$ cat config.mk
export PLATFORM = sky130hd
export DESIGN_NAME = stage_rr_arbiter_flat
export DESIGN_NICKNAME = d
export VERILOG_FILES = /design/src/rtl/stage_rr_arbiter_pkg.sv /design/src/rtl/stage_rr_arbiter_if.sv /design/src/rtl/stage_rr_arbiter_rr_pick.sv /design/src/rtl/stage_rr_arbiter_stage_reg.sv /design/src/rtl/stage_rr_arbiter.sv /design/src/flat_wrapper.sv
export SDC_FILE = /design/constraint.sdc
export NUM_CORES = 1
export LEC_CHECK = 0
export CORE_MARGIN = 2
export CORE_UTILIZATION = 40
export CTS_BUF_LIST = sky130_fd_sc_hd__clkbuf_4
export DETAILED_ROUTE_END_ITERATION = 10
export PLACE_DENSITY = 0.78
export SLEW_MARGIN = 20
export SYNTH_ARGS = -nofsm -noshare
export SYNTH_HDL_FRONTEND = slang
export SYNTH_SLANG_ARGS = --single-unit
export TNS_END_PERCENT = 1
$ cat constraint.sdc
create_clock -name clk -period 3.9 [get_ports clk]
set_clock_uncertainty 0.1 [all_clocks]
set_input_delay 0.975 -clock clk [delete_from_list [all_inputs] [get_ports clk]]
set_output_delay 0.975 -clock clk [all_outputs]
set_load 0.02 [all_outputs]
$ cat src/rtl/stage_rr_arbiter_pkg.sv
// Shared types, default parameters and width helper for the stage round-robin arbiter.
package stage_rr_arbiter_pkg;

  localparam int unsigned DEF_NUM_REQ    = 4;
  localparam int unsigned DEF_DATA_WIDTH = 8;
  localparam int unsigned DEF_MAX_BURST  = 4;

  typedef enum logic [0:0] {
    ARB    = 1'b0,
    LOCKED = 1'b1
  } state_e;

  // Index width that never collapses to zero bits.
  function automatic int unsigned clog2_min1(input int unsigned v);
    return (v <= 2) ? 1 : $clog2(v);
  endfunction

endpackage

$ cat src/rtl/stage_rr_arbiter_if.sv
// Requester/sink bundle for stage_rr_arbiter; master is the environment, slave the arbiter.
interface stage_rr_arbiter_if
  import stage_rr_arbiter_pkg::*;
#(
  parameter int unsigned NUM_REQ    = DEF_NUM_REQ,
  parameter int unsigned DATA_WIDTH = DEF_DATA_WIDTH
);
  localparam int unsigned IW = clog2_min1(NUM_REQ);

  logic [NUM_REQ-1:0]            req;
  logic [NUM_REQ-1:0]            lock;
  logic [NUM_REQ*DATA_WIDTH-1:0] data;
  logic [NUM_REQ-1:0]            ack;
  logic                          stage_en;
  logic [DATA_WIDTH-1:0]         stage_data;
  logic [DATA_WIDTH-1:0]         out_data;
  logic                          out_valid;
  logic                          out_ready;
  logic [IW-1:0]                 grant_idx;

  modport master (
    output req, lock, data, out_ready,
    input  ack, stage_en, stage_data, out_data, out_valid, grant_idx
  );

  modport slave (
    input  req, lock, data, out_ready,
    output ack, stage_en, stage_data, out_data, out_valid, grant_idx
  );

endinterface

$ cat src/rtl/stage_rr_arbiter_rr_pick.sv
// Rotate-priority encoder: first set request at or after ptr, wrapping modulo NUM_REQ.
module stage_rr_arbiter_rr_pick
  import stage_rr_arbiter_pkg::*;
#(
  parameter int unsigned NUM_REQ = DEF_NUM_REQ,
  localparam int unsigned IW     = clog2_min1(NUM_REQ)
) (
  input  logic [NUM_REQ-1:0] req,
  input  logic [IW-1:0]      ptr,
  output logic [IW-1:0]      idx,
  output logic               found
);

  logic [2*NUM_REQ-1:0] req_dbl;
  logic [NUM_REQ-1:0]   rot;

  assign req_dbl = {req, req};
  assign rot     = NUM_REQ'(req_dbl >> ptr);

  always_comb begin
    found = 1'b0;
    idx   = '0;
    for (int unsigned i = 0; i < NUM_REQ; i++) begin
      if (!found && rot[i]) begin
        found = 1'b1;
        idx   = IW'((32'(ptr) + i) % NUM_REQ);
      end
    end
  end

endmodule

$ cat src/rtl/stage_rr_arbiter_stage_reg.sv
// Enable-loaded data register stage with its own active-low async reset.
module stage_rr_arbiter_stage_reg #(
  parameter int unsigned WIDTH = 8
) (
  input  logic             clk,
  input  logic             rst_n,
  input  logic             en,
  input  logic [WIDTH-1:0] d,
  output logic [WIDTH-1:0] q
);

  always_ff @(posedge clk or negedge rst_n) begin
    if (!rst_n)  q <= '0;
    else if (en) q <= d;
  end

endmodule

$ cat src/rtl/stage_rr_arbiter.sv
// Round-robin arbiter feeding one shared register stage, with bounded locked bursts
// and valid/ready tracking towards the sink.
module stage_rr_arbiter
  import stage_rr_arbiter_pkg::*;
#(
  parameter int unsigned NUM_REQ    = DEF_NUM_REQ,
  parameter int unsigned DATA_WIDTH = DEF_DATA_WIDTH,
  parameter int unsigned MAX_BURST  = DEF_MAX_BURST
) (
  input logic               clk,
  input logic               rst,
  stage_rr_arbiter_if.slave bus
);

  localparam int unsigned IW = clog2_min1(NUM_REQ);
  localparam int unsigned BW = clog2_min1(MAX_BURST + 1);

  state_e        state_q, state_d;
  logic [IW-1:0] rr_ptr_q, rr_ptr_d;
  logic [IW-1:0] owner_q, owner_d;
  logic [IW-1:0] grant_q, grant_d;
  logic [BW-1:0] burst_q, burst_d;
  logic          valid_q, valid_d;

  logic [IW-1:0] pick_idx;
  logic          pick_found;
  logic [IW-1:0] winner;
  logic          found;
  logic          space;
  logic          issue;
  logic          stage_rst_n;

  function automatic logic [IW-1:0] next_idx(input logic [IW-1:0] x);
    return (32'(x) == NUM_REQ - 1) ? '0 : x + IW'(1);
  endfunction

  stage_rr_arbiter_rr_pick #(.NUM_REQ(NUM_REQ)) u_pick (
    .req   (bus.req),
    .ptr   (rr_ptr_q),
    .idx   (pick_idx),
    .found (pick_found)
  );

  // While locked only the owner may be served.
  assign winner = (state_q == LOCKED) ? owner_q : pick_idx;
  assign found  = (state_q == LOCKED) ? bus.req[owner_q] : pick_found;
  assign space  = !valid_q || bus.out_ready;
  assign issue  = !rst && space && found;

  always_comb begin
    bus.ack = '0;
    for (int k = 0; k < NUM_REQ; k++) begin
      bus.ack[k] = issue && (winner == IW'(k));
    end
  end

  always_comb begin
    bus.stage_data = bus.data[DATA_WIDTH-1:0];
    for (int k = 1; k < NUM_REQ; k++) begin
      if (issue && (winner == IW'(k))) begin
        bus.stage_data = bus.data[k*DATA_WIDTH +: DATA_WIDTH];
      end
    end
  end

  assign bus.stage_en  = issue;
  assign bus.out_valid = valid_q;
  assign bus.grant_idx = grant_q;

  // Next-state: arbitration pointer, burst ownership and stage occupancy.
  always_comb begin
    state_d  = state_q;
    rr_ptr_d = rr_ptr_q;
    owner_d  = owner_q;
    grant_d  = grant_q;
    burst_d  = burst_q;
    valid_d  = issue || (valid_q && !bus.out_ready);
    case (state_q)
      ARB: begin
        if (issue) begin
          grant_d = winner;
          if (bus.lock[winner] && (MAX_BURST > 1)) begin
            state_d = LOCKED;
            owner_d = winner;
            burst_d = BW'(1);
          end else begin
            rr_ptr_d = next_idx(winner);
          end
        end
      end
      LOCKED: begin
        if (issue) begin
          grant_d = owner_q;
          if (!bus.lock[owner_q] || (32'(burst_q) + 1 == MAX_BURST)) begin
            state_d  = ARB;
            rr_ptr_d = next_idx(owner_q);
            burst_d  = '0;
          end else begin
            burst_d = burst_q + BW'(1);
          end
        end else if (space && !bus.req[owner_q]) begin
          state_d  = ARB;
          rr_ptr_d = next_idx(owner_q);
          burst_d  = '0;
        end
      end
      default: state_d = ARB;
    endcase
  end

  always_ff @(posedge clk or posedge rst) begin
    if (rst) begin
      state_q  <= ARB;
      rr_ptr_q <= '0;
      owner_q  <= '0;
      grant_q  <= '0;
      burst_q  <= '0;
      valid_q  <= 1'b0;
    end else begin
      state_q  <= state_d;
      rr_ptr_q <= rr_ptr_d;
      owner_q  <= owner_d;
      grant_q  <= grant_d;
      burst_q  <= burst_d;
      valid_q  <= valid_d;
    end
  end

  // Stage clears together with valid_q from the same reset.
  assign stage_rst_n = ~rst;

  stage_rr_arbiter_stage_reg #(.WIDTH(DATA_WIDTH)) u_stage (
    .clk   (clk),
    .rst_n (stage_rst_n),
    .en    (issue),
    .d     (bus.stage_data),
    .q     (bus.out_data)
  );

endmodule

$ cat src/flat_wrapper.sv
// flat-port wrapper written by rule: the top's interface ports become plain ports
module stage_rr_arbiter_flat import stage_rr_arbiter_pkg::*;
#(
  parameter int unsigned NUM_REQ    = DEF_NUM_REQ,
  parameter int unsigned DATA_WIDTH = DEF_DATA_WIDTH,
  parameter int unsigned MAX_BURST  = DEF_MAX_BURST
)
  (clk, rst, bus_req, bus_lock, bus_data, bus_out_ready, bus_ack, bus_stage_en, bus_stage_data, bus_out_data, bus_out_valid, bus_grant_idx);
  stage_rr_arbiter_if #(.NUM_REQ(NUM_REQ), .DATA_WIDTH(DATA_WIDTH)) bus_i ();
  input logic clk;
  input logic rst;
  input wire logic [$bits(bus_i.req)-1:0] bus_req;
  input wire logic [$bits(bus_i.lock)-1:0] bus_lock;
  input wire logic [$bits(bus_i.data)-1:0] bus_data;
  input wire logic [$bits(bus_i.out_ready)-1:0] bus_out_ready;
  output wire logic [$bits(bus_i.ack)-1:0] bus_ack;
  output wire logic [$bits(bus_i.stage_en)-1:0] bus_stage_en;
  output wire logic [$bits(bus_i.stage_data)-1:0] bus_stage_data;
  output wire logic [$bits(bus_i.out_data)-1:0] bus_out_data;
  output wire logic [$bits(bus_i.out_valid)-1:0] bus_out_valid;
  output wire logic [$bits(bus_i.grant_idx)-1:0] bus_grant_idx;
  assign bus_i.req = bus_req;
  assign bus_i.lock = bus_lock;
  assign bus_i.data = bus_data;
  assign bus_i.out_ready = bus_out_ready;
  assign bus_ack = bus_i.ack;
  assign bus_stage_en = bus_i.stage_en;
  assign bus_stage_data = bus_i.stage_data;
  assign bus_out_data = bus_i.out_data;
  assign bus_out_valid = bus_i.out_valid;
  assign bus_grant_idx = bus_i.grant_idx;
  stage_rr_arbiter #(.NUM_REQ(NUM_REQ), .DATA_WIDTH(DATA_WIDTH), .MAX_BURST(MAX_BURST)) u_core (.clk(clk), .rst(rst), .bus(bus_i));
endmodule
==> results.txt, run 1 <==
yosys warns - 0
Tmin final - 4.06 ns
HPWL Detailed - 3730 microns
Avg WL per Cell - 15.6 microns
setup_tns - -1.19 ns
Row Count - 23
GP Congestion - 0.770
commonest cells after routing, fill and taps aside - 49 x clkdlybuf4s50_1, 36 x buf_4, 19 x dfrtp_1, 17 x nand2_1
fmax - 246 MHz
flop2flop setup slack - 0.94 ns
critical-path cell list - buf_6 -> and4bb_2 -> o21ai_2 -> o21ai_2 -> a31oi_4 -> inv_2 -> ha_4 -> buf_12 -> or2_4 -> o21ai_1 -> a21oi_2 -> buf_4
Layout area overhead - 73.9%
reg2reg start - u_core.rr_ptr_q[1]$_DFFE_PP0P_
global-route wire length before repair - 8340 microns
Fin. Hold Viols - 0
max-slew violation count - 0
max cap viols - 0
non-filler instance count after layout - 348
largest net degree at the start of global routing - 20
Worst Max-Slew Pin Slew - 0.777 ns
placed cells - 337
Leakage - 1.25 nW
CP endpoint kind - primary output
H-tree depth - 1
critical path startpoint category - input port
Die ar. - 4580 sq um
Synth Instances - 200
# IOs - 67
reg2reg path depth - 12
RSZ-0062 raised after global routing - true
Period Utilization, post-route - 104%
Hold Crit Start - u_core.bus.grant_idx[1]$_DFFE_PP0P_
clock sink count - 19
die span in y - 67.7 microns
Ant. Diodes - 0
clk slew on worst S/H paths - 0.12 ns
hold_buf cts - 0
deepest clock path buffer count - 2
initial antenna violation count - 0
peak supply drop - 458 uV
Synth Register Bits - 19
dpl cell area - 2590 sq um
Post-synth EDFFs - 0
Clk Latency, worst-skew pair - 0.32 ns
layout cells sized above 1 - 37.2%
most used cell along the critical path - o21ai_2
Reg2Reg Capture Point - u_core.u_stage.q[5]$_DFFE_PP0P_
Net Count, Synth - 250
Die Wd - 67.7 microns
vias in the first global route - 1754
Detailed Route WL - 5410 microns
ys flop type - dfrtp_1
drt initial violations - 105
# fillers - 296
Port Buffers - 66
commonest non-fill, non-tap cell in the layout - clkdlybuf4s50_1
worst setup margin - -0.161 ns
antenna-violating nets left - 0
Synth cell types - 47
Crit path largest cell delay - 0.29 ns
Data required, critical path - 2.82 ns
core footprint - 3940 sq um
CP Class - input port to primary output
Starting Density - 41.2%
post-synthesis sequential area ratio - 29.3%
CP max stage cell - or2_4
critical path peak fanout - 8
DR vias - 1827
status - finished with violations
asr flop ratio synth - 100%
hold_ws - 0.395 ns
Num CTS Buffers - 3
hold depth - 2
Avg Vias per Cell - 5.25
CP Data Arrival Time - 2.99 ns
failing checks - negative setup slack
# DRC - 0
Finish-stage setup viols - 9
Pwr per Cell Area - 807 nW/um^2
CTS tree - done
destination of the worst hold path - u_core.bus.grant_idx[1]$_DFFE_PP0P_
syn_area_per_cell - 8.11 sq um
GR Overflow Total - 0
post-route cell area - 2820 sq um
relative slew slack - 48.2%
Mapped Area - 1620 sq um
Hold Crit Class - flip-flop to flip-flop
Total GRT Usage - 24.2%
Final nets - 349
CTS root buf - clkbuf_4
Pre-Repair DR Iteration Count - 4
-- cell usage after synthesis, drive strengths merged (2+ instances only) --
| cell | number | share of area [%] |
|---|---|---|
| a21boi | 2 | 1.6 |
| ha | 7 | 5.4 |
| nor3 | 2 | 0.62 |
| dfrtp | 19 | 29 |
| a21o | 2 | 1.0 |
| nand2b | 5 | 2.4 |
| mux2 | 10 | 6.9 |
| clkbuf | 5 | 1.2 |
| o21ai | 27 | 8.6 |
| nor2 | 16 | 3.9 |
| a21oi | 31 | 9.6 |
| mux4 | 2 | 2.8 |
| or3 | 2 | 0.85 |
| nand2 | 17 | 3.9 |
| buf | 5 | 1.6 |
| mux2i | 5 | 3.1 |
| inv | 15 | 3.6 |
| or2 | 2 | 0.77 |
| nand3 | 4 | 2.0 |
| and2 | 5 | 1.9 |
| o211ai | 4 | 1.9 |
-- repair_timing --
| action | CTS | global route |
|---|---|---|
| setup endpoints to repair | 13 | 11 |
| pin swaps | 19 | 8 |
| resized for setup | 110 | 11 |
| buffers inserted | 10 | 0 |
-- state kept, by name (all words and copies together) (netlist names) --
signal	cells
u_core.bus.out_valid	1
u_core.state_q	1
u_core.rr_ptr_q	2
u_core.owner_q	2
u_core.bus.grant_idx	2
u_core.u_stage.q	8
u_core.burst_q	3
-- how the worst max path moves through the flow --
stage,startpoint,endpoint,slack [ns],cells after the start
after floorplan,bus_req[1],bus_stage_data[5],0.02,11
after global placement,bus_req[1],bus_stage_data[3],-0.96,13
after detailed placement,bus_req[1],bus_stage_data[1],-1.05,13
after CTS,bus_req[0],bus_stage_data[3],-0.04,14
after global routing,bus_req[1],bus_stage_data[5],-0.26,13
final,bus_req[1],bus_stage_data[0],-0.16,12
-- cell type report --
cell class / instances / area [sq um] / share of cell area, %
multi-input combinational: 155 / 1210 / 42.9
timing repair buffer: 104 / 980 / 34.7
sequential: 19 / 475 / 16.9
inverter: 16 / 65.1 / 2.31
tap: 50 / 62.6 / 2.22
clock buffer: 3 / 22.5 / 0.798
clock inverter: 1 / 5.00 / 0.177
-- critical path: cells and delay by family --
kind | cells | cell delay, ns
AOI/OAI and AO/OA | 5 | 0.79
and+or+nand+nor | 2 | 0.55
buffers and inverters | 4 | 0.48
adders and majority gates | 1 | 0.18
-- routing by layer --
metal	GRT usage, %	routed length, microns
met1	30.6	2190
met2	42.8	2830
met3	2.33	232
met4	7.91	163
met5	0	0
-- stage by stage --
stage	util [%]	total power, mW	worst slack, ns
2_1_floorplan	-	1.26	0.0243
3_3_place_gp	65.7	1.90	-0.957
3_5_place_dp	65.7	1.92	-1.05
4_1_cts	70.3	2.21	-0.0371
5_1_grt	71.6	2.43	-0.260
6_report	71.6	2.28	-0.161
-- where the power goes --
part / total (mW) / internal (mW) / switching [mW]
clock: 0.113 / 0.0385 / 0.0741
sequential: 0.381 / 0.288 / 0.0931
combinational: 1.78 / 0.900 / 0.883
total: 2.28 / 1.23 / 1.05
-- cells by family (layout without fill, tap and decap cells) --
group,count (synthesis),after routing,share of synthesized area (%)
AOI/OAI and AO/OA,71,71,25.9
and+or+nand+nor,60,60,20.0
buffers and inverters,26,124,6.63
DFF,19,19,29.3
muxes,17,17,12.8
adders and majority gates,7,7,5.40
No activity file was read; power rests on OpenSTA's default activity.
==> run 2: changes to the inputs <==
--- a/config.mk
+++ b/config.mk
@@ -9,6 +9,7 @@
 export CORE_UTILIZATION = 40
 export CTS_BUF_LIST = sky130_fd_sc_hd__clkbuf_4
 export DETAILED_ROUTE_END_ITERATION = 10
+export GPL_ROUTABILITY_DRIVEN = 1
 export PLACE_DENSITY = 0.78
 export SLEW_MARGIN = 20
 export SYNTH_ARGS = -nofsm -noshare
==> results of run 2 <==
Same layout as run 1: the final DEF is identical, and so are final timing and power.
